--- config.mk ---
export PLATFORM = sky130hd
export DESIGN_NAME = uart_command_serializer
export DESIGN_NICKNAME = d
export VERILOG_FILES = /design/src/rtl/uart_command_serializer.sv
export SDC_FILE = /design/constraint.sdc
export NUM_CORES = 1
export LEC_CHECK = 0
export BUFFER_PORTS_ARGS = -buffer_cell sky130_fd_sc_hd__clkbuf_2
export CELL_PAD_IN_SITES_DETAIL_PLACEMENT = 1
export CELL_PAD_IN_SITES_GLOBAL_PLACEMENT = 1
export CORE_AREA = 4 4 412 414
export DETAILED_ROUTE_END_ITERATION = 8
export DIE_AREA = 0 0 416 418
export PLACE_DENSITY = 0.56
export SLEW_MARGIN = 30
export SYNTH_ARGS = -nofsm -noshare
export SYNTH_HDL_FRONTEND = slang
export SYNTH_SLANG_ARGS = --single-unit
--- constraint.sdc ---
create_clock -name clk -period 158.3 [get_ports clk]
set_input_delay 31.66 -clock clk [delete_from_list [all_inputs] [get_ports clk]]
set_output_delay 31.66 -clock clk [all_outputs]
set_load 0.02 [all_outputs]
--- src/rtl/uart_command_serializer.sv ---
// Streams a buffered command to the UART TX byte interface and appends the link terminator.
// Optional stall timeout is enabled by defining UART_CMD_SER_TIMEOUT_EN.
module uart_command_serializer #(
  parameter int unsigned TIMEOUT = 2000
) (
  input  logic          clk,
  input  logic          reset,
  input  logic [1023:0] input_data,
  input  logic [7:0]    input_data_size,
  input  logic          start,
  input  logic          ble_side,
  input  logic          tx_ready,
  output logic [7:0]    output_byte,
  output logic          output_valid,
  output logic          busy,
  output logic          done,
  output logic          error
);

  localparam logic [7:0] MaxSize   = 8'd128;
  localparam logic [7:0] BleTerm   = 8'h0D;
  localparam logic [7:0] HostTerm1 = 8'hBE;
  localparam logic [7:0] HostTerm2 = 8'hEF;

  typedef enum logic [1:0] {StIdle, StSend, StTerm1, StTerm2} state_e;

  state_e          state_q, state_d;
  logic [1023:0]   data_q, data_d;
  logic [7:0]      size_q, size_d;
  logic            ble_q, ble_d;
  logic [6:0]      index_q, index_d;
  logic [7:0]      byte_q, byte_d;
  logic            valid_q, valid_d;
  logic            busy_q, busy_d;
  logic            done_q, done_d;
  logic            error_q, error_d;

  logic            handshake;
  logic            last_byte;
  logic [6:0]      next_index;
  logic [7:0]      next_payload;
  logic [7:0]      term1_byte;

  assign handshake    = valid_q & tx_ready;
  assign last_byte    = ({1'b0, index_q} == (size_q - 8'd1));
  assign next_index   = index_q + 7'd1;
  assign next_payload = data_q[{next_index, 3'b000} +: 8];
  assign term1_byte   = ble_q ? BleTerm : HostTerm1;

`ifdef UART_CMD_SER_TIMEOUT_EN
  // Wide enough to hold TIMEOUT + 1, the first value that triggers the abort.
  localparam int unsigned CntW = $clog2(TIMEOUT + 2);

  logic [CntW-1:0] cnt_q, cnt_d;
  logic            timeout_hit;

  assign timeout_hit = (cnt_q > CntW'(TIMEOUT));
`else
  logic unused_timeout;
  assign unused_timeout = ^TIMEOUT;
`endif

  always_comb begin
    state_d = state_q;
    data_d  = data_q;
    size_d  = size_q;
    ble_d   = ble_q;
    index_d = index_q;
    byte_d  = byte_q;
    valid_d = valid_q;
    busy_d  = busy_q;
    done_d  = done_q;
    error_d = error_q;
`ifdef UART_CMD_SER_TIMEOUT_EN
    cnt_d   = cnt_q;
`endif

    unique case (state_q)
      StIdle: begin
        if (start) begin
          if (input_data_size > MaxSize) begin
            error_d = 1'b1;
          end else begin
            data_d  = input_data;
            size_d  = input_data_size;
            ble_d   = ble_side;
            index_d = '0;
            error_d = 1'b0;
            done_d  = 1'b0;
            busy_d  = 1'b1;
            valid_d = 1'b1;
            // Outputs are registered, so the first byte is loaded straight from the inputs.
            if (input_data_size != 8'd0) begin
              state_d = StSend;
              byte_d  = input_data[7:0];
            end else begin
              state_d = StTerm1;
              byte_d  = ble_side ? BleTerm : HostTerm1;
            end
          end
        end
      end
      StSend: begin
        if (handshake) begin
          if (last_byte) begin
            state_d = StTerm1;
            byte_d  = term1_byte;
          end else begin
            index_d = next_index;
            byte_d  = next_payload;
          end
        end
      end
      StTerm1: begin
        if (handshake) begin
          if (ble_q) begin
            state_d = StIdle;
            valid_d = 1'b0;
            busy_d  = 1'b0;
            done_d  = 1'b1;
          end else begin
            state_d = StTerm2;
            byte_d  = HostTerm2;
          end
        end
      end
      StTerm2: begin
        if (handshake) begin
          state_d = StIdle;
          valid_d = 1'b0;
          busy_d  = 1'b0;
          done_d  = 1'b1;
        end
      end
      default: begin
        state_d = StIdle;
      end
    endcase

`ifdef UART_CMD_SER_TIMEOUT_EN
    if (state_q == StIdle) begin
      cnt_d = '0;
    end else if (handshake) begin
      cnt_d = '0;
    end else if (timeout_hit) begin
      state_d = StIdle;
      error_d = 1'b1;
      valid_d = 1'b0;
      busy_d  = 1'b0;
      done_d  = 1'b1;
      cnt_d   = '0;
    end else if (valid_q) begin
      cnt_d = cnt_q + CntW'(1);
    end
`endif
  end

  always_ff @(posedge clk) begin
    if (reset) begin
      state_q <= StIdle;
      index_q <= '0;
      byte_q  <= 8'h00;
      valid_q <= 1'b0;
      busy_q  <= 1'b0;
      done_q  <= 1'b1;
      error_q <= 1'b0;
`ifdef UART_CMD_SER_TIMEOUT_EN
      cnt_q   <= '0;
`endif
    end else begin
      state_q <= state_d;
      index_q <= index_d;
      byte_q  <= byte_d;
      valid_q <= valid_d;
      busy_q  <= busy_d;
      done_q  <= done_d;
      error_q <= error_d;
`ifdef UART_CMD_SER_TIMEOUT_EN
      cnt_q   <= cnt_d;
`endif
    end
  end

  // The command latch only matters once a start is accepted, so it carries no reset.
  always_ff @(posedge clk) begin
    data_q <= data_d;
    size_q <= size_d;
    ble_q  <= ble_d;
  end

  assign output_byte  = byte_q;
  assign output_valid = valid_q;
  assign busy         = busy_q;
  assign done         = done_q;
  assign error        = error_q;

endmodule

==> metrics.md <==
| Metric | Value |
|---|---|
| Clock buffer depth | `3` |
| Final GP Congestion | `0.826` |
| Synthesized cell area | `0.0412 mm²` |
| Delay-heaviest family, CP | `buffers and inverters` |
| Fin. Hold Viols | `0` |
| Synthesized flop and latch total | `1053` |
| Synth warn | `0` |
| Worst EP arrival | `36.86 ns` |
| Skew final | `0.0384 ns` |
| CP Max Fanout | `75` |
| Crit-path max cell delay | `0.83 ns` |
| Most common cell after layout, fill and taps aside | `clkbuf_2` |
| CP Class | `in2reg` |
| CP Capture Type | `flop` |
| DR WL/cell | `28.8 µm` |
| Maximum operating frequency | `27.4 MHz` |
| Predominant post-synthesis flop cell | `edfxtp_1` |
| Die height | `418 µm` |
| CP Cell Sequence | `clkbuf_2 -> or4_4 -> o21a_1 -> nor2_4 -> buf_4 -> buf_4 -> buf_4 -> buf_4 -> buf_6` |
| Final wirelength | `154 mm` |
| Synth-to-layout area growth | `29.0%` |
| Share of layout cells above drive strength 1 | `50.3%` |
| Clock Tree Root | `clkbuf_16` |
| Die area | `0.174 mm²` |
| # rows | `150` |
| Initial Util | `24.8%` |
| Via/cell ratio | `4.47` |
| CP Launch Type | `input port` |
| Worst path required time | `158.68 ns` |
| Worst Path Buf+Inv | `6` |
| HP Class | `reg2reg` |
| First-pass GRT wire length | `206 mm` |
| Core box area | `0.166 mm²` |
| Pwr Total | `730 µW` |
| Io pins | `1049` |
| Syn Nets | `2948` |
| Drt drc | `0` |
| Post-detail-place hpwl | `117 mm` |
| # port buffers | `1048` |
| Clock Latency Late Sink | `0.76 ns` |
| Initial DRC Count | `2015` |
| Clock transition at path regs | `0.06 ns` |
| Post_cts resized | `0` |
| Status | `completed` |
| DR vias | `23867` |
| Gr usage total | `17.1%` |
| Worst slew pin tran | `1.01 ns` |
| Post-CTS Setup Bufs | `0` |
| Max-cap violations | `0` |
| Slew HR | `33.0%` |
| Unrepaired setup endpoints after global routing | `false` |
| Share of the yosys chip area belonging to registers | `76.3%` |
| Power density cells | `13.7 mW/mm²` |
| Async SR Flop Fraction | `0%` |
| Number of synthesized flops with an enable pin | `1033` |
| Hold buffers post-CTS | `0` |
| CTS tree | `done` |
| Period minus WS final | `36.48 ns` |
| Chip Width | `416 µm` |
| Setup TNS | `0 ns` |
| Setup-failing EPs final | `0` |
| Antenna-violating nets left | `0` |
| Clk sinks | `1053` |
| Largest net degree at the start of global routing | `188` |
| 1st-pass router iterations | `5` |
| Synth cell types | `67` |
| Mean Syn Cell Area | `21.6 µm²` |
| Most frequent cells in the layout | `clkbuf_2 (1048), edfxtp_1 (1033), mux4_2 (275)` |
| Synth Instances | `1904` |
| Tcrit/Tclk final | `23.0%` |
| Slew Viols, Final | `0` |
| Slowest-stage cell, CP | `buf_4` |
| Vias in the first global route | `26014` |
| H-tree depth | `3` |
| Grt ovf | `0` |
| Layout net count | `4051` |
| CP most frequent cell | `buf_4` |
| VDD IR max | `0.00000856 V` |
| TritonCTS Buffers | `116` |
| Initial antenna violation count | `53` |
| Leakage | `18.7 nW` |
==> worst min-delay path, delay by kind of cell, from the launching register on <==
kind	cells	cell delay, ns
DFF	1	0.32
AOI/OAI and AO/OA	1	0.06
and+or+nand+nor	1	0.06
==> layout make-up <==
class                   count  area, µm²
fillers                 17331     113000
flip-flops and latches   1053      31400
multi-input cells         740       9270
repair buffers           1089       5640
clock buffers             140       3040
well taps                2204       2760
clock inverters            74        878
diodes                     37       92.6
inverters                   7       26.3
==> per-layer routing <==
layer,GRT usage [%],share of wire [%],wire [µm],vias to the layer above
met5,0,0.033,51,-
met4,6.17,3.1,4760,8
met3,4.77,6.7,10400,206
met2,30.5,53,81500,942
met1,19.6,37,57200,12459
li1,-,-,-,10252
==> per-stage QoR <==
stage	util [%]	setup slack (ns)	area, µm²	std cells	hold WS (ns)
after detailed placement	29.5	120.79	49100	5092	0.473
after floorplan	-	80.70	41200	1904	0.479
final	32.0	121.82	53100	5344	0.479
after CTS	31.9	121.65	53000	5306	0.482
after global routing	31.9	121.57	53100	5337	0.527
after global placement	29.5	120.92	49100	5092	0.469
==> sequential cells by signal (all words and copies together) (netlist names) <==
register / cells
done: 1
ble_q: 1
error: 1
busy: 1
size_q: 8
state_q: 2
output_byte: 8
data_q: 1024
index_q: 7
==> kinds of logic after synthesis <==
family | count (synthesis) | share of synthesized area [%]
buffers and inverters | 111 | 1.55
xor gates and xnor gates | 12 | 0.328
adders and majority gates | 7 | 0.213
muxes | 326 | 16.3
DFF | 1053 | 76.3
and+or+nand+nor | 278 | 3.23
AOI/OAI and AO/OA | 117 | 2.12
==> where the power goes <==
part,internal (mW),switching (mW)
Clock,0.164,0.115
Combinational,0.0357,0.0541
Sequential,0.350,0.0111
Total,0.550,0.180
==> cells in the mapped netlist, drive strengths merged, types with 2 or more instances <==
cell / instances / area [µm²]
a311oi: 7 / 61.3
o31ai: 7 / 52.6
a31oi: 11 / 68.8
a41oi: 3 / 26.3
mux2i: 48 / 480
nand2: 129 / 492
a21oi: 13 / 65.1
or2: 3 / 18.8
xor2: 4 / 42.6
or4: 3 / 26.3
inv: 7 / 26.3
dfxtp: 20 / 400
and2: 6 / 37.5
nor2b: 4 / 25.0
ha: 7 / 87.6
and3: 11 / 68.8
nand4: 18 / 113
xnor2: 8 / 92.6
nor2: 31 / 116
o21a: 5 / 37.5
a211oi: 4 / 30.0
nand2b: 10 / 62.6
a32oi: 8 / 70.1
a32o: 2 / 20.0
nand3b: 4 / 30.0
o211a: 5 / 50.1
or3: 5 / 31.3
a311o: 4 / 40.0
o211ai: 5 / 37.5
a21boi: 3 / 22.5
mux4: 275 / 6190
buf: 78 / 512
mux2: 3 / 33.8
a22oi: 5 / 37.5
a211o: 3 / 26.3
edfxtp: 1033 / 31000
nor4: 6 / 52.6
nor3: 7 / 35.0
nand3: 38 / 195
o21bai: 6 / 45.0
o21ai: 13 / 65.1
clkbuf: 26 / 98.8
o2111ai: 4 / 35.0
==> path summary, 6_finish.rpt <==
check | start | end | slack (ns) | cells past startpoint
min reg2reg | error | error | 0.48 | 2
min | error | error | 0.48 | 2
max reg2reg | state_q[0] | data_q[490] | 152.72 | 9
max | input_data_size[2] | data_q[490] | 121.82 | 9
(Power assumes the default switching activity.)
